## config.mk

```make
export PLATFORM = sky130hd
export DESIGN_NAME = inst_fetch_unit_flat
export DESIGN_NICKNAME = d
export VERILOG_FILES = /design/src/rtl/inst_fetch_unit_if.sv /design/src/rtl/inst_fetch_unit.sv /design/src/flat_wrapper.sv
export SDC_FILE = /design/constraint.sdc
export NUM_CORES = 1
export LEC_CHECK = 0
export BUFFER_PORTS_ARGS = -buffer_cell sky130_fd_sc_hd__buf_2
export CAP_MARGIN = 10
export CELL_PAD_IN_SITES_DETAIL_PLACEMENT = 0
export CELL_PAD_IN_SITES_GLOBAL_PLACEMENT = 1
export CORE_AREA = 2 2 202 204
export DETAILED_ROUTE_END_ITERATION = 8
export DIE_AREA = 0 0 204 206
export PLACE_DENSITY_LB_ADDON = 0.12
export SLEW_MARGIN = 20
export SYNTH_ARGS = -nofsm -noshare
export SYNTH_HDL_FRONTEND = slang
export SYNTH_SLANG_ARGS = --single-unit
export TNS_END_PERCENT = 5
```

## constraint.sdc

```tcl
create_clock -name clk -period 3.28 [get_ports clk]
set_clock_uncertainty 0.1 [all_clocks]
set_input_delay 0 -clock clk [delete_from_list [all_inputs] [get_ports clk]]
set_output_delay 0 -clock clk [all_outputs]
set_load 0.01 [all_outputs]
```

## src/rtl/inst_fetch_unit_if.sv

```systemverilog
// Handshake bundle tying the fetch unit to instruction memory, the redirect
// source in execute, and the downstream decode stage.
interface inst_fetch_unit_if;
  logic        imem_req_valid;
  logic [31:0] imem_req_addr;
  logic        imem_req_ready;
  logic        imem_resp_valid;
  logic [31:0] imem_resp_data;
  logic        redirect;
  logic [31:0] redirect_pc;
  logic        inst_valid;
  logic        inst_ready;
  logic [31:0] inst;
  logic [31:0] inst_pc;

  modport master (
    output imem_req_valid,
    output imem_req_addr,
    input  imem_req_ready,
    input  imem_resp_valid,
    input  imem_resp_data,
    input  redirect,
    input  redirect_pc,
    output inst_valid,
    input  inst_ready,
    output inst,
    output inst_pc
  );

  modport slave (
    input  imem_req_valid,
    input  imem_req_addr,
    output imem_req_ready,
    output imem_resp_valid,
    output imem_resp_data,
    output redirect,
    output redirect_pc,
    input  inst_valid,
    output inst_ready,
    input  inst,
    input  inst_pc
  );
endinterface

```

## src/rtl/inst_fetch_unit.sv

```systemverilog
// Instruction fetch front end: owns the PC, issues word fetches, buffers in-order
// responses in a small queue and hands {inst, pc} pairs to decode.
module inst_fetch_unit #(
  parameter int unsigned DEPTH    = 4,
  parameter logic [31:0] RESET_PC = 32'h0000_0000
) (
  input  logic              clk,
  input  logic              rst,
  inst_fetch_unit_if.master bus
);
  localparam int unsigned AW    = (DEPTH > 1) ? $clog2(DEPTH) : 1;
  localparam int unsigned CW    = AW + 1;
  localparam logic [CW:0] LIMIT = (CW+1)'(DEPTH);

  typedef logic [AW-1:0] ptr_t;
  typedef logic [CW-1:0] cnt_t;

  logic [31:0] r_fetch_pc;
  ptr_t        r_q_rd;
  ptr_t        r_q_wr;
  ptr_t        r_rpc_rd;
  ptr_t        r_rpc_wr;
  cnt_t        r_q_cnt;
  cnt_t        r_out_cnt;
  cnt_t        r_disc_cnt;

  logic [31:0] w_q_inst [DEPTH];
  logic [31:0] w_q_pc   [DEPTH];
  logic [31:0] w_rpc    [DEPTH];
  logic [CW:0] w_inflight;
  logic        w_req_valid;
  logic        w_req_fire;
  logic        w_resp;
  logic        w_drop;
  logic        w_enq;
  logic        w_deq;
  logic [31:0] w_resp_pc;
  logic        w_unused_redirect_lsb;

  // Outstanding fetches count against capacity even when they will be discarded,
  // so every response always has a queue slot waiting for it.
  assign w_inflight  = {1'b0, r_q_cnt} + {1'b0, r_out_cnt};
  assign w_req_valid = rst && !bus.redirect && (w_inflight < LIMIT);
  assign w_req_fire  = w_req_valid && bus.imem_req_ready;

  assign w_resp    = bus.imem_resp_valid && (r_out_cnt != '0);
  assign w_drop    = bus.redirect || (r_disc_cnt != '0);
  assign w_enq     = w_resp && !w_drop;
  assign w_deq     = !bus.redirect && (r_q_cnt != '0) && bus.inst_ready;
  assign w_resp_pc = w_rpc[r_rpc_rd];

  assign w_unused_redirect_lsb = ^bus.redirect_pc[1:0];

  for (genvar gi = 0; gi < DEPTH; gi++) begin : g_slot
    logic [31:0] r_inst;
    logic [31:0] r_pc;
    logic [31:0] r_req_pc;

    always_ff @(posedge clk or negedge rst) begin
      if (!rst) begin
        r_inst   <= '0;
        r_pc     <= '0;
        r_req_pc <= '0;
      end else begin
        if (w_enq && (r_q_wr == ptr_t'(gi))) begin
          r_inst <= bus.imem_resp_data;
          r_pc   <= w_resp_pc;
        end
        if (w_req_fire && (r_rpc_wr == ptr_t'(gi))) begin
          r_req_pc <= r_fetch_pc;
        end
      end
    end

    assign w_q_inst[gi] = r_inst;
    assign w_q_pc[gi]   = r_pc;
    assign w_rpc[gi]    = r_req_pc;
  end

  always_ff @(posedge clk or negedge rst) begin
    if (!rst) begin
      r_fetch_pc <= RESET_PC;
      r_q_rd     <= '0;
      r_q_wr     <= '0;
      r_q_cnt    <= '0;
      r_rpc_rd   <= '0;
      r_rpc_wr   <= '0;
      r_out_cnt  <= '0;
      r_disc_cnt <= '0;
    end else begin
      if (bus.redirect) begin
        r_fetch_pc <= {bus.redirect_pc[31:2], 2'b00};
      end else if (w_req_fire) begin
        r_fetch_pc <= r_fetch_pc + 32'd4;
      end

      r_out_cnt <= r_out_cnt + cnt_t'(w_req_fire) - cnt_t'(w_resp);
      if (w_req_fire) begin
        r_rpc_wr <= r_rpc_wr + ptr_t'(1);
      end
      if (w_resp) begin
        r_rpc_rd <= r_rpc_rd + ptr_t'(1);
      end

      // Everything still in flight after this cycle belongs to the old stream.
      if (bus.redirect) begin
        r_disc_cnt <= r_out_cnt - cnt_t'(w_resp);
      end else if (w_resp && (r_disc_cnt != '0)) begin
        r_disc_cnt <= r_disc_cnt - cnt_t'(1);
      end

      if (bus.redirect) begin
        r_q_rd  <= '0;
        r_q_wr  <= '0;
        r_q_cnt <= '0;
      end else begin
        if (w_enq) begin
          r_q_wr <= r_q_wr + ptr_t'(1);
        end
        if (w_deq) begin
          r_q_rd <= r_q_rd + ptr_t'(1);
        end
        r_q_cnt <= r_q_cnt + cnt_t'(w_enq) - cnt_t'(w_deq);
      end
    end
  end

  assign bus.imem_req_valid = w_req_valid;
  assign bus.imem_req_addr  = r_fetch_pc;
  assign bus.inst_valid     = (r_q_cnt != '0);
  assign bus.inst           = w_q_inst[r_q_rd];
  assign bus.inst_pc        = w_q_pc[r_q_rd];

  a_capacity: assert property (@(posedge clk) disable iff (!rst) w_inflight <= LIMIT);
  a_discard:  assert property (@(posedge clk) disable iff (!rst) r_disc_cnt <= r_out_cnt);
  a_align:    assert property (@(posedge clk) disable iff (!rst) r_fetch_pc[1:0] == 2'b00);
endmodule

```

## src/flat_wrapper.sv

```systemverilog
// flat-port wrapper written by rule: the top's interface ports become plain ports
module inst_fetch_unit_flat 
#(
  parameter int unsigned DEPTH    = 4,
  parameter logic [31:0] RESET_PC = 32'h0000_0000
)
  (clk, rst, bus_imem_req_valid, bus_imem_req_addr, bus_imem_req_ready, bus_imem_resp_valid, bus_imem_resp_data, bus_redirect, bus_redirect_pc, bus_inst_valid, bus_inst_ready, bus_inst, bus_inst_pc);
  inst_fetch_unit_if bus_i ();
  input  logic clk;
  input  logic rst;
  output wire logic [$bits(bus_i.imem_req_valid)-1:0] bus_imem_req_valid;
  output wire logic [$bits(bus_i.imem_req_addr)-1:0] bus_imem_req_addr;
  input wire logic [$bits(bus_i.imem_req_ready)-1:0] bus_imem_req_ready;
  input wire logic [$bits(bus_i.imem_resp_valid)-1:0] bus_imem_resp_valid;
  input wire logic [$bits(bus_i.imem_resp_data)-1:0] bus_imem_resp_data;
  input wire logic [$bits(bus_i.redirect)-1:0] bus_redirect;
  input wire logic [$bits(bus_i.redirect_pc)-1:0] bus_redirect_pc;
  output wire logic [$bits(bus_i.inst_valid)-1:0] bus_inst_valid;
  input wire logic [$bits(bus_i.inst_ready)-1:0] bus_inst_ready;
  output wire logic [$bits(bus_i.inst)-1:0] bus_inst;
  output wire logic [$bits(bus_i.inst_pc)-1:0] bus_inst_pc;
  assign bus_imem_req_valid = bus_i.imem_req_valid;
  assign bus_imem_req_addr = bus_i.imem_req_addr;
  assign bus_i.imem_req_ready = bus_imem_req_ready;
  assign bus_i.imem_resp_valid = bus_imem_resp_valid;
  assign bus_i.imem_resp_data = bus_imem_resp_data;
  assign bus_i.redirect = bus_redirect;
  assign bus_i.redirect_pc = bus_redirect_pc;
  assign bus_inst_valid = bus_i.inst_valid;
  assign bus_i.inst_ready = bus_inst_ready;
  assign bus_inst = bus_i.inst;
  assign bus_inst_pc = bus_i.inst_pc;
  inst_fetch_unit #(.DEPTH(DEPTH), .RESET_PC(RESET_PC)) u_core (.clk(clk), .rst(rst), .bus(bus_i));
endmodule
```

# Word level (Yosys, flattened, before mapping)
# Index checks and enable logic that the tools add are counted.
[word_totals]
output_inout_bits = 98
word_cells = 89
reg_bits = 433
input_bits = 70
[op_classes]
n_eq_ne = 6
order_cmp = 3
bitwise_logic = 2
n_mux = 18
n_addsub = 12
n_reduce_logical = 28
[ops]
columns = ["operator", "count"]
rows = [
  ["32-bit 2-to-1 mux", 8],
  ["32-bit binary-select mux with 2-bit select", 3],
  ["32-bit by 3-bit adder with 32-bit output, second input constant", 1],
  ["1-bit logical AND", 16],
  ["3-bit 2-to-1 mux", 3],
  ["3-bit nonzero test", 3],
  ["3-bit by 1-bit subtractor with 3-bit output", 3],
  ["2-bit by 1-bit adder with 2-bit output, second input constant", 4],
  ["2-bit == test, second input constant", 4],
  ["2-bit 2-to-1 mux", 4],
  ["2-bit nonzero test", 4],
  ["3-bit by 1-bit adder with 3-bit output", 2],
  ["3-bit greater-or-equal comparator, second input constant", 2],
  ["2-bit inverter with 3-bit output", 2],
  ["3-bit by 3-bit adder with 4-bit output", 1],
  ["2-bit by 1-bit == test with 1-bit output, second input constant", 2],
  ["2-bit logical NOT", 2],
  ["4-bit by 3-bit less-than comparator with 1-bit output, second input constant", 1],
  ["3-bit by 1-bit subtractor with 3-bit output, second input constant", 1],
  ["1-bit logical NOT", 2],
  ["1-bit logical OR", 1],
]

# Depth between registers and ports, before layout
# Gate-level depths: netlist (run 1).
[logic_depth]
ltp_word = 7
depth_mapped = 10
ltp_nobuf = 10

# Worst setup path after synthesis (run 1)
# OpenSTA, ideal clock, no wires.
[synth_timing]
path_type = "flip-flop to flip-flop"
from = "register u_core.r_out_cnt[2]"
to = "register u_core.r_out_cnt[2]"
n_path_buf = 2
stages_incl_launch_ff = 11
period_less_slack_ns = 2.648
required_ns = 3.057
arrival_time_ns = 2.426
setup_slack_ns = 0.632
setup_ns = 0.123
cell_sequence = "dfrtp_1 -> ha_1 -> nor4_4 -> nand4b_4 -> clkinv_2 -> buf_2 -> buf_2 -> ha_1 -> inv_1 -> fa_1 -> xnor2_1"
[synth_via]
elab_chain_len = 6
elab_cells_between_ends = 8
cone_classes = "add/sub: 3; order compare: 1; reduce/logical: 4"
[synth_lines]
columns = ["item", "line", "rtl"]
rows = [
  ["start, declared", "inst_fetch_unit.sv:24", "cnt_t r_out_cnt;"],
  ["start signal, assigned", "inst_fetch_unit.sv:97", "r_out_cnt <= r_out_cnt + cnt_t'(w_req_fire) - cnt_t'(w_resp);"],
  ["3-bit by 3-bit adder with 4-bit output", "inst_fetch_unit.sv:42", "assign w_inflight = {1'b0, r_q_cnt} + {1'b0, r_out_cnt};"],
  ["4-bit by 3-bit less-than comparator with 1-bit output", "inst_fetch_unit.sv:43", "assign w_req_valid = rst && !bus.redirect && (w_inflight < LIMIT);"],
  ["1-bit logical AND", "inst_fetch_unit.sv:43", ""],
  ["1-bit logical AND", "inst_fetch_unit.sv:44", "assign w_req_fire = w_req_valid && bus.imem_req_ready;"],
  ["via u_core.w_req_fire", "inst_fetch_unit.sv:32", "logic w_req_fire;"],
  ["3-bit by 1-bit adder with 3-bit output", "inst_fetch_unit.sv:97", ""],
  ["3-bit by 1-bit subtractor with 3-bit output", "inst_fetch_unit.sv:97", ""],
]
# The timed path passes the listed nets, and every way through them passes these cells.
# A chain may end at the register's enable or synchronous reset.

# Worst setup path after layout (run 1)
[layout_timing]
from = "register u_core.r_out_cnt[1]"
to = "register u_core.r_fetch_pc[14], in the netlist u_core.bus.imem_req_addr[14]"
[layout_via]
elab_chain_len = 5
[layout_lines]
columns = ["item", "line", "rtl"]
rows = [
  ["3-bit by 3-bit adder with 4-bit output", "inst_fetch_unit.sv:42", ""],
  ["4-bit by 3-bit less-than comparator with 1-bit output", "inst_fetch_unit.sv:43", ""],
  ["1-bit logical AND", "inst_fetch_unit.sv:43", ""],
  ["1-bit logical AND", "inst_fetch_unit.sv:44", ""],
  ["2-bit nonzero test (no line)", "-", ""],
  ["end signal, assigned", "inst_fetch_unit.sv:92", "r_fetch_pc <= {bus.redirect_pc[31:2], 2'b00};"],
  ["end signal, assigned", "inst_fetch_unit.sv:94", "r_fetch_pc <= r_fetch_pc + 32'd4;"],
  ["end, declared", "inst_fetch_unit.sv:18", "logic [31:0] r_fetch_pc;"],
]
# Every way passes these cells.

==> impl_metrics.py, run 1 <==
metrics = {
    "yosys": {
        "synth-adder-area-share_pct": 1.39,
        "syn-cell-area_um2": 20000,
        "muxShareOfSynthArea_pct": 34.5,
        "ys_warn_count": 0,
        "avgSynthCellArea_um2": 16.0,
        "synthSimpleGateAreaFrac_pct": 4.28,
        "synth_top_family_by_area": "multiplexers",
        "ys_types": 56,
        "seq_area_frac_synth_pct": 51.8,
        "ys_ff_latch": 415,
        "synth_xor_area_share_pct": 0.525,
        "synth-compound-area-share_pct": 2.82,
        "syn_inst": 1254,
    },
    "timing": {
        "slew_violations": 0,
        "setup_slack_ns": 0.202,
        "holdWs_ns": 0.0793,
        "finalSetupViolCount": 0,
        "max_slew_margin_pct": 38.0,
        "fmax_ghz": 0.325,
        "finalHoldViolations": 0,
        "fin_tns_setup_ns": 0,
        "worst_pin_slew_ns": 0.930,
        "rsz0062_at_grt": "false",
        "fin_crit_sh_pct": 93.8,
        "period_minus_slack_ns": 3.08,
    },
    "global_route": {
        "grtUsageTotal_pct": 21.6,
        "grt_pass1_wl_um": 70400,
        "antenna_found_initial": 0,
        "grt_max_degree": 145,
        "gr-total-overflow": 0,
        "grt_pass1_vias": 12100,
    },
    "finish": {
        "drive_gt1_share_pct": 47.9,
        "fill_cells": 3185,
        "utilization_pct": 58.8,
        "syn_to_final_growth_pct": 18.0,
        "antenna_cells": 0,
        "nets": 1595,
    },
    "clock_tree": {
        "cts_buffers": 46,
        "cts_sinks": 415,
        "root_buffer": "clkbuf_16",
        "cts_resized": 0,
        "clk_pin_slew_ns": 0.06,
        "htreeDepth": 2,
        "cts.path.max_buffers": 3,
        "cts_tree": "yes",
        "clock_latency_ns": 0.57,
    },
    "die": {
        "die_y_um": 206,
        "io_pins": 168,
        "die-area_um2": 42000,
        "start_util_pct": 49.9,
        "row_count": 74,
        "core_um2": 40200,
        "die_x_um": 204,
    },
    "route": {
        "wl_per_cell_um": 21.1,
        "wl_met1_um": 21300,
        "routed_wirelength_um": 43800,
        "firstDrtPassIters": 4,
        "via_per_inst": 5.49,
        "met3WireLength_um": 1690,
        "route.vias.total": 11400,
        "dr.max_layer_used": "met4",
        "met2_length_um": 20100,
        "drc": 0,
        "ant_nets": 0,
        "drtIter0Drc": 444,
    },
    "critical_path": {
        "start_kind": "flip-flop",
        "critPathArrivalTime_ns": 3.49,
        "critPathKind": "flip-flop to flip-flop",
        "crit_start": "u_core.r_out_cnt[1]$_DFF_PN0_",
        "reg2reg_to": "u_core.bus.imem_req_addr[14]$_DFFE_PN0P_",
        "critical_path_required_ns": 3.69,
        "r2r_slack_ns": 0.20,
        "r2r-start": "u_core.r_out_cnt[1]$_DFF_PN0_",
        "cp_max_fo": 14,
        "crit_end": "u_core.bus.imem_req_addr[14]$_DFFE_PN0P_",
        "crit_path_end_kind": "flip-flop",
        "ff2ff_path_depth": 9,
    },
    "placement": {
        "gp_congestion": 0.768,
        "place_hpwl_um": 27000,
        "io_buffers": 161,
        "place_ws_ns": 0.677,
    },
    "status": {
        "status": "complete, no violations",
    },
    "run": {
        "maxCapViolations": 0,
    },
    "power": {
        "peakVddDrop_mv": 0.376,
        "power_density_nw_per_um2": 741,
        "power_leakage_nw": 11.0,
    },
    "hold_path": {
        "worstHoldPathType": "input pin to flip-flop",
    },
}
-- layout make-up --
type	count	area, um2	area share [%]
flip-flops and latches	415	10400	44.0
multi-input cells	731	8730	36.9
repair buffers	287	2180	9.23
clock buffers	69	1430	6.06
well taps	532	666	2.82
clock inverters	13	143	0.604
inverters	23	87.6	0.371
-- worst min path at each step --
| stage | startpoint | to | slack, ns | cells after the start |
|---|---|---|---|---|
| 2_1_floorplan | rst | u_core.bus.imem_req_addr[10]$_DFFE_PN0P_ | -0.40 | 0 |
| 3_3_place_gp | rst | u_core.g_slot[0].r_inst[25]$_DFFE_PN0P_ | -0.16 | 1 |
| 3_5_place_dp | rst | u_core.g_slot[0].r_inst[25]$_DFFE_PN0P_ | -0.16 | 1 |
| 4_1_cts | bus_redirect_pc[7] | u_core.bus.imem_req_addr[7]$_DFFE_PN0P_ | 0.06 | 4 |
| 5_1_grt | bus_redirect_pc[4] | u_core.bus.imem_req_addr[4]$_DFFE_PN0P_ | 0.09 | 4 |
| 6_report | bus_redirect_pc[7] | u_core.bus.imem_req_addr[7]$_DFFE_PN0P_ | 0.08 | 4 |
-- kinds of logic (layout without fill, tap and decap cells) --
| group | count (synthesis) | in the layout |
|---|---|---|
| buf+inv | 111 | 392 |
| xor+xnor | 12 | 12 |
| compound gates | 87 | 87 |
| simple gates | 165 | 165 |
| other cells | 1 | 4 |
| flops | 415 | 415 |
| fa+ha+maj | 21 | 21 |
| mux | 442 | 442 |
-- registers in the layout, summed over array words and instances, names as in the netlist, 3 cells and up --
register                  cells
u_core.g_slot.r_req_pc      120
u_core.g_slot.r_pc          120
u_core.r_disc_cnt             3
u_core.bus.imem_req_addr     30
u_core.g_slot.r_inst        128
u_core.r_q_cnt                3
u_core.r_out_cnt              3
-- power breakdown --
part	switching, mW	total (mW)	internal [mW]
Clock	2.08	5.32	3.24
Sequential	0.924	7.25	6.33
Combinational	2.11	4.95	2.84
-- critical path, stage by stage (launching register included) --
cell	delay, ns
dfrtp_1	0.47
ha_1	0.32
and3_1	0.21
nand4b_4	0.16
clkinv_2	0.22
nor2_1	0.44
buf_4	0.29
o21ai_0	0.12
o211ai_1	0.13
dlygate4sd3_1	0.57
-- per-layer routing --
metal / vias up / track usage, %
li1: 5108 / -
met3: 51 / 3.17
met4: 0 / 5.31
met5: - / 0
met1: 6004 / 32.2
met2: 202 / 33.4
-- cell usage after synthesis (all sizes together) --
| cell type | instances | area share (%) |
|---|---|---|
| dfrtp | 415 | 52 |
| or3 | 5 | 0.16 |
| o211ai | 13 | 0.49 |
| buf | 64 | 3.7 |
| mux2 | 348 | 24 |
| nor2 | 29 | 0.54 |
| mux2i | 2 | 0.10 |
| and2 | 3 | 0.10 |
| clkbuf | 24 | 0.45 |
| and3 | 10 | 0.44 |
| a31o | 1 | 0.044 |
| nand4b | 2 | 0.16 |
| ha | 19 | 1.2 |
| a221o | 1 | 0.050 |
| nor2b | 1 | 0.031 |
| o31a | 3 | 0.13 |
| a22oi | 2 | 0.075 |
| o311ai | 7 | 0.31 |
| nor3 | 2 | 0.050 |
| or2 | 1 | 0.031 |
| o21ai | 42 | 1.0 |
| a311oi | 1 | 0.044 |
| conb | 1 | 0.019 |
| clkinv | 2 | 0.044 |
| xnor2 | 9 | 0.39 |
| fa | 2 | 0.20 |
| nand2 | 68 | 1.3 |
| a21oi | 6 | 0.15 |
| a41oi | 2 | 0.087 |
| a31oi | 4 | 0.12 |
| nand4 | 12 | 0.41 |
| inv | 21 | 0.39 |
| o31ai | 2 | 0.14 |
| xor2 | 3 | 0.13 |
| mux4 | 92 | 10 |
| a32oi | 3 | 0.13 |
| nor4 | 5 | 0.31 |
| nand3 | 25 | 0.65 |
| nor3b | 1 | 0.037 |
| and4 | 1 | 0.044 |
-- layout by cell type, fill, tap and decap left out, drive strengths merged, types with 10 or more instances in the layout --
master | Yosys | layout
o21ai | 42 | 42
dlygate4sd3 | 0 | 87
mux4 | 92 | 92
mux2 | 348 | 348
buf | 64 | 200
ha | 19 | 19
clkbuf | 24 | 69
nand3 | 25 | 25
inv | 21 | 21
clkinv | 2 | 11
nor2 | 29 | 29
nand2 | 68 | 68
and3 | 10 | 10
o211ai | 13 | 13
dfrtp | 415 | 415
nand4 | 12 | 12
-- stage by stage --
stage | std cells | power [mW] | cell area [um2]
2_1_floorplan | 1257 | 10.6 | 20000
3_3_place_gp | 1899 | 12.1 | 21100
3_5_place_dp | 1899 | 12.3 | 21100
4_1_cts | 2069 | 17.7 | 23600
5_1_grt | 2070 | 18.5 | 23600
6_report | 2070 | 17.5 | 23600
-- repair_timing --
action                                 in CTS  in global routing
hold buffers                               88                  0
endpoints found under the hold margin     511                  0
setup buffers                               0                  0
Power figures use the tool's default switching activity.
==> run 2: changes to the inputs <==
--- a/config.mk
+++ b/config.mk
@@ -9,9 +9,9 @@
 export CAP_MARGIN = 10
 export CELL_PAD_IN_SITES_DETAIL_PLACEMENT = 0
 export CELL_PAD_IN_SITES_GLOBAL_PLACEMENT = 1
-export CORE_AREA = 2 2 202 204
+export CORE_AREA = 2 2 194 196
 export DETAILED_ROUTE_END_ITERATION = 8
-export DIE_AREA = 0 0 204 206
+export DIE_AREA = 0 0 196 198
 export PLACE_DENSITY_LB_ADDON = 0.12
 export SLEW_MARGIN = 20
 export SYNTH_ARGS = -nofsm -noshare
==> constraint.sdc (replaced) <==
create_clock -name clk -period 3.7 [get_ports clk]
set_clock_uncertainty 0.1 [all_clocks]
set_input_delay 0 -clock clk [delete_from_list [all_inputs] [get_ports clk]]
set_output_delay 0 -clock clk [all_outputs]
set_load 0.01 [all_outputs]
==> run 2 against run 1 <==
Compared with the run above:
- worst hold slack gained 0.0073 ns
- global-route usage increased by 1.4 points
- clock-buffer cell count is 5 higher
==> impl_metrics.py, run 2 (synthesized netlist as in run 1, its figures left out) <==
metrics = {
    "timing": {
        "worst_pin_slew_ns": 0.992,
        "period_minus_slack_ns": 3.54,
        "fmax_ghz": 0.283,
        "max_slew_margin_pct": 33.9,
        "finalSetupViolCount": 0,
        "holdWs_ns": 0.0866,
        "finalHoldViolations": 0,
        "rsz0062_at_grt": "false",
        "fin_crit_sh_pct": 95.6,
        "slew_violations": 0,
        "fin_tns_setup_ns": 0,
    },
    "critical_path": {
        "start_kind": "flip-flop",
        "critPathKind": "flip-flop to flip-flop",
        "critPathArrivalTime_ns": 3.87,
        "critical_path_required_ns": 4.04,
        "crit_start": "u_core.r_out_cnt[2]$_DFF_PN0_",
        "crit_path_end_kind": "flip-flop",
        "cp_max_fo": 16,
        "r2r-start": "u_core.r_out_cnt[2]$_DFF_PN0_",
    },
    "die": {
        "start_util_pct": 54.2,
        "die-area_um2": 38800,
        "die_y_um": 198,
        "row_count": 71,
        "io_pins": 168,
        "core_um2": 37000,
        "die_x_um": 196,
    },
    "finish": {
        "antenna_cells": 0,
        "syn_to_final_growth_pct": 17.3,
        "final_cell_mix": "dfrtp_1 (410), mux2_4 (240), buf_2 (161)",
        "reg_top3": "u_core.g_slot.r_inst (128), u_core.g_slot.r_pc (120), u_core.g_slot.r_req_pc (120)",
        "drive_gt1_share_pct": 47.7,
        "layout_commonest_cell": "dfrtp_1",
        "largest_register_ffs": 128,
        "nets": 1585,
        "top_register": "u_core.g_slot.r_inst",
    },
    "power": {
        "combPwrFrac_pct": 27.2,
        "clockPowerShare_pct": 30.9,
        "power_leakage_nw": 11.0,
        "peakVddDrop_mv": 0.292,
        "p_int_mw": 11.1,
        "swShare_pct": 28.7,
        "power_density_nw_per_um2": 662,
        "power_switching_mw": 4.47,
        "p_seq_share_pct": 41.8,
    },
    "route": {
        "ant_nets": 0,
        "routed_wirelength_um": 42900,
        "wl_per_cell_um": 21.4,
        "drc": 0,
        "firstDrtPassIters": 4,
        "route.vias.total": 11300,
        "via_per_inst": 5.65,
        "drtIter0Drc": 521,
    },
    "clock_tree": {
        "cts_buffers": 46,
        "clock_latency_ns": 0.55,
        "cts.path.max_buffers": 3,
        "root_buffer": "clkbuf_16",
        "cts_tree": "yes",
        "cts_sinks": 415,
        "clk_pin_slew_ns": 0.06,
        "htreeDepth": 2,
    },
    "global_route": {
        "grtUsageTotal_pct": 23.0,
        "grt_pass1_vias": 12200,
        "antenna_found_initial": 1,
        "grt_max_degree": 172,
        "grt_pass1_wl_um": 69800,
        "gr-total-overflow": 0,
    },
    "placement": {
        "io_buffers": 161,
        "gp_congestion": 0.757,
        "place_hpwl_um": 26300,
    },
    "run": {
        "maxCapViolations": 0,
    },
    "hold_path": {
        "hold_path.startpoint": "bus_redirect_pc[3]",
        "worstHoldPathType": "input pin to flip-flop",
    },
    "status": {
        "status": "complete, no violations",
    },
}
run 2: changes by cell type in the layout (fill, tap and decap cells not counted):
cell           before  now
dfrtp_1           412  410
buf_16              2    0
inv_6               0    1
buf_4              24   16
clkinv_2           10    5
clkbuf_8           13   16
clkbuf_1            7    9
buf_2             160  161
dlygate4sd3_1      87   86
bufinv_16           3    4
dfrtp_2             2    4
run 2: path summary, 6_finish.rpt:
path | to | slack (ns) | depth (start not counted)
max in group asynchronous | u_core.g_slot[2].r_pc[25]$_DFFE_PN0P_ | 2.56 | 3
min in group asynchronous | u_core.g_slot[0].r_req_pc[3]$_DFFE_PN0P_ | 0.13 | 3
setup / recovery | u_core.bus.imem_req_addr[29]$_DFFE_PN0P_ | 0.16 | 11
hold / removal | u_core.bus.imem_req_addr[3]$_DFFE_PN0P_ | 0.09 | 4
hold reg to reg | u_core.g_slot[3].r_req_pc[10]$_DFFE_PN0P_ | 0.37 | 2
setup reg to reg | u_core.bus.imem_req_addr[29]$_DFFE_PN0P_ | 0.16 | 11
run 2: cell type report:
cell class	count	area, um2
Clock buffer	74	1480
Multi-Input combinational cell	731	8730
Clock inverter	10	153
Sequential cell	415	10400
Fill cell	2721	13500
Tap cell	474	593
Timing Repair Buffer	277	2060
Inverter	23	91.3
run 2: what timing repair did:
action | in CTS | in global routing
endpoints found under the setup margin | 0 | 1
hold buffers | 87 | 0
endpoints found under the hold margin | 583 | 0
resized for setup | 0 | 3
buffers inserted | 0 | 0
run 2: layer usage:
layer  part of all wire [%]  GRT usage (%)  vias up
li1                       -              -     5083
met1                     48           34.0     5950
met2                     47           36.0      230
met3                    3.8           3.30       53
met4                    1.7           5.92        0
met5                      0              0        -
run 2: through the flow:
step	cells	setup WS, ns	power, mW	util [%]	instance area [um2]
floorplan	1257	1.05	9.43	-	20000
global placement	1833	1.14	10.7	56.8	21000
detailed placement	1833	1.11	10.8	56.8	21000
CTS	2004	0.0913	15.8	63.6	23500
global route	2004	0.0159	16.4	63.6	23500
finish	2004	0.163	15.6	63.6	23500
run 2: worst max-delay path, cell delays in order (launching register included):
cell and delay, ns:
dfrtp_1 0.46, ha_1 0.35, nor4_4 0.29, nand4b_4 0.17
inv_6 0.17, buf_4 0.21, nor2_1 0.09, buf_4 0.21
a22oi_1 0.15, dlygate4sd3_1 0.58, nand3_1 0.07, dlygate4sd3_1 0.55
run 2: power groups by stage:
stage	combinational (mW)	sequential [mW]	clock [mW]
2_1_floorplan	3.33	6.11	0
3_3_place_gp	4.12	6.54	0
3_5_place_dp	4.22	6.57	0
4_1_cts	4.31	6.52	4.94
5_1_grt	4.62	6.68	5.12
6_report	4.24	6.51	4.81
==> run 3: changes to the inputs <==
--- a/config.mk
+++ b/config.mk
@@ -5,13 +5,14 @@
 export SDC_FILE = /design/constraint.sdc
 export NUM_CORES = 1
 export LEC_CHECK = 0
+export ABC_AREA = 1
 export BUFFER_PORTS_ARGS = -buffer_cell sky130_fd_sc_hd__buf_2
 export CAP_MARGIN = 10
 export CELL_PAD_IN_SITES_DETAIL_PLACEMENT = 0
 export CELL_PAD_IN_SITES_GLOBAL_PLACEMENT = 1
-export CORE_AREA = 2 2 194 196
+export CORE_AREA = 2 2 220 222
 export DETAILED_ROUTE_END_ITERATION = 8
-export DIE_AREA = 0 0 196 198
+export DIE_AREA = 0 0 222 224
 export PLACE_DENSITY_LB_ADDON = 0.12
 export SLEW_MARGIN = 20
 export SYNTH_ARGS = -nofsm -noshare
==> run 3 against run 2 <==
Compared with the run above:
- register-to-register slack better by 0.82 ns
- non-clock buffer count down 4
- final cell count up 56%
- routed wire length up 23%
- highest routed layer unchanged
==> impl_metrics.py, run 3 <==
metrics = {
    "timing": {
        "rsz0062_at_grt": "false",
        "finalHoldViolations": 0,
        "fin_crit_sh_pct": 80.6,
        "slew_violations": 0,
        "max_slew_margin_pct": 35.1,
        "period_minus_slack_ns": 2.98,
        "holdWs_ns": 0.0699,
        "worst_pin_slew_ns": 0.973,
        "setup_slack_ns": 0.716,
        "fin_tns_setup_ns": 0,
        "finalSetupViolCount": 0,
        "fmax_ghz": 0.335,
    },
    "global_route": {
        "grt_pass1_wl_um": 85600,
        "grt_pass1_vias": 15700,
        "grtUsageTotal_pct": 21.5,
        "gr-total-overflow": 0,
        "grt_max_degree": 136,
        "antenna_found_initial": 0,
    },
    "clock_tree": {
        "cts_sinks": 415,
        "cts_resized": 0,
        "clk_pin_slew_ns": 0.06,
        "root_buffer": "clkbuf_16",
        "cts_buffers": 48,
        "htreeDepth": 2,
        "cts.path.max_buffers": 3,
        "cts_tree": "yes",
        "clock_latency_ns": 0.58,
    },
    "die": {
        "io_pins": 168,
        "die_x_um": 222,
        "core_um2": 47300,
        "die_y_um": 224,
        "start_util_pct": 39.7,
        "die-area_um2": 49700,
        "row_count": 80,
    },
    "finish": {
        "largest_register_ffs": 128,
        "fin_area_um2": 22500,
        "fill_cells": 4709,
        "reg_top3": "u_core.g_slot.r_inst (128), u_core.g_slot.r_pc (120), u_core.g_slot.r_req_pc (120)",
        "layout_commonest_cell": "nand2_1",
        "final_cell_mix": "nand2_1 (695), o21ai_0 (513), dfrtp_1 (412)",
        "drive_gt1_share_pct": 11.4,
        "syn_to_final_growth_pct": 19.7,
        "nets": 2567,
        "top_register": "u_core.g_slot.r_inst",
        "final_cells": 3129,
    },
    "yosys": {
        "ys_warn_count": 0,
        "async_flop_share_pct": 100,
        "synth_edf_count": 0,
        "syn_inst": 2301,
        "avgSynthCellArea_um2": 8.17,
        "synth-compound-area-share_pct": 15.9,
        "synth_top_family_by_area": "simple AND/OR/NAND/NOR gates",
        "muxShareOfSynthArea_pct": 0,
        "yosysTopAreaCellShare_pct": 55.3,
        "synthSimpleGateAreaFrac_pct": 21.1,
        "ys_top_cells_by_count": "nand2_1 (699), o21ai_0 (513), dfrtp_1 (415)",
        "synth_xor_area_share_pct": 0.606,
        "synth_most_common_cell": "nand2_1",
        "syn-cell-area_um2": 18800,
        "ys_types": 27,
        "synth_area_leader_cell": "dfrtp_1",
        "seq_area_frac_synth_pct": 55.3,
        "yosys-top-cells-area": "dfrtp_1 (55%), nand2_1 (14%), o21ai_0 (14%), nor2_1 (3.6%), nand3_1 (3.3%)",
        "ys_ff_latch": 415,
        "ys.flop_type": "dfrtp_1",
        "synth-adder-area-share_pct": 1.48,
    },
    "critical_path": {
        "crit_chain": "clkinv_2 -> buf_4 -> o21ai_0 -> o22ai_1 -> buf_2",
        "critical_path_required_ns": 3.60,
        "critPathTopFamily": "buffers and inverters",
        "r2r-start": "u_core.r_out_cnt[1]$_DFF_PN0_",
        "ff2ff_path_depth": 9,
        "critPathArrivalTime_ns": 2.88,
        "cp_max_fo": 41,
        "crit_start": "u_core.r_q_rd[0]$_DFFE_PN0P_",
        "path_buf_inv": 3,
        "r2r_slack_ns": 0.98,
        "reg2reg_to": "u_core.g_slot[2].r_req_pc[22]$_DFFE_PN0P_",
        "critical-path-max-stage-delay_ns": 0.71,
        "crit_path_end_kind": "primary output",
        "slowest_stage": "dfrtp_4",
        "cp.depth": 5,
        "start_kind": "flip-flop",
        "critPathKind": "flip-flop to primary output",
        "crit_end": "bus_inst_pc[3]",
    },
    "hold_path": {
        "worstHoldPathType": "input pin to flip-flop",
    },
    "power": {
        "power_density_nw_per_um2": 752,
        "peakVddDrop_mv": 0.436,
        "power_leakage_nw": 10.9,
    },
    "route": {
        "drtIter0Drc": 1444,
        "ant_nets": 0,
        "firstDrtPassIters": 5,
        "wl_per_cell_um": 16.9,
        "drc": 0,
        "routed_wirelength_um": 52800,
        "route.vias.total": 15900,
        "via_per_inst": 5.07,
    },
    "placement": {
        "place_hpwl_um": 31700,
        "io_buffers": 161,
        "place_inst": 2961,
        "gp_congestion": 0.790,
        "placed_area_um2": 20100,
        "place_ws_ns": 0.961,
    },
    "run": {
        "maxCapViolations": 0,
    },
    "status": {
        "status": "complete, no violations",
    },
}
==> run 3: tightest hold or removal path, stage by stage <==
cell,delay (ns)
dlygate4sd3_1,0.51
buf_2,0.09
nand2_1,0.04
nand3_1,0.06
==> run 3: how the worst min path moves through the flow <==
| stage | to | start | cells past startpoint | slack (ns) |
|---|---|---|---|---|
| 2_1_floorplan | u_core.bus.imem_req_addr[10]$_DFFE_PN0P_ | rst | 0 | -0.40 |
| 3_3_place_gp | u_core.g_slot[1].r_inst[23]$_DFFE_PN0P_ | rst | 1 | -0.18 |
| 3_5_place_dp | u_core.g_slot[1].r_inst[23]$_DFFE_PN0P_ | rst | 1 | -0.18 |
| 4_1_cts | u_core.bus.imem_req_addr[13]$_DFFE_PN0P_ | bus_redirect_pc[13] | 4 | 0.03 |
| 5_1_grt | u_core.bus.imem_req_addr[14]$_DFFE_PN0P_ | bus_redirect_pc[14] | 4 | 0.08 |
| 6_report | u_core.bus.imem_req_addr[14]$_DFFE_PN0P_ | bus_redirect_pc[14] | 4 | 0.07 |
==> run 3: metal layers <==
layer	global-route usage (%)	up-vias	wire [um]
li1	-	7863	-
met1	29.9	7605	25400
met2	35.4	337	24300
met3	3.37	52	2090
met4	4.90	0	979
met5	0	-	0
==> run 3: kinds of logic after synthesis <==
logic type / count (synthesis)
simple gates: 1008
compound gates: 582
flops: 415
buf+inv: 261
fa+ha+maj: 21
xor+xnor: 13
other cells: 1
==> run 3: metrics by stage <==
stage | utilization (%) | power (mW)
CTS | 47.5 | 17.2
finish | 47.5 | 16.9
floorplan | - | 10.1
global placement | 42.4 | 12.2
global route | 47.5 | 18.2
detailed placement | 42.4 | 12.3
==> run 3: what timing repair did <==
| item | in CTS | in global routing |
|---|---|---|
| hold endpoints to repair | 509 | 0 |
| hold buffers | 80 | 0 |
| buffers inserted | 0 | 0 |
==> run 3: layout make-up <==
cell class / count / area [um2] / share of cell area (%)
sequential: 415 / 10400 / 46.2
antenna: 1 / 2.50 / 0.0111
inverter: 110 / 414 / 1.84
clock inverter: 16 / 138 / 0.612
multi-input combinational: 1628 / 7390 / 32.9
tap: 615 / 769 / 3.42
timing repair buffer: 273 / 1940 / 8.64
clock buffer: 71 / 1440 / 6.40
==> run 3: where the power goes <==
| part | leakage, nW | total, mW | switching (mW) | internal, mW |
|---|---|---|---|---|
| Clock | 0.792 | 4.72 | 1.89 | 2.82 |
| Sequential | 5.53 | 6.61 | 0.791 | 5.82 |
| Combinational | 4.59 | 5.60 | 3.61 | 1.98 |
| Total | 10.9 | 16.9 | 6.30 | 10.6 |
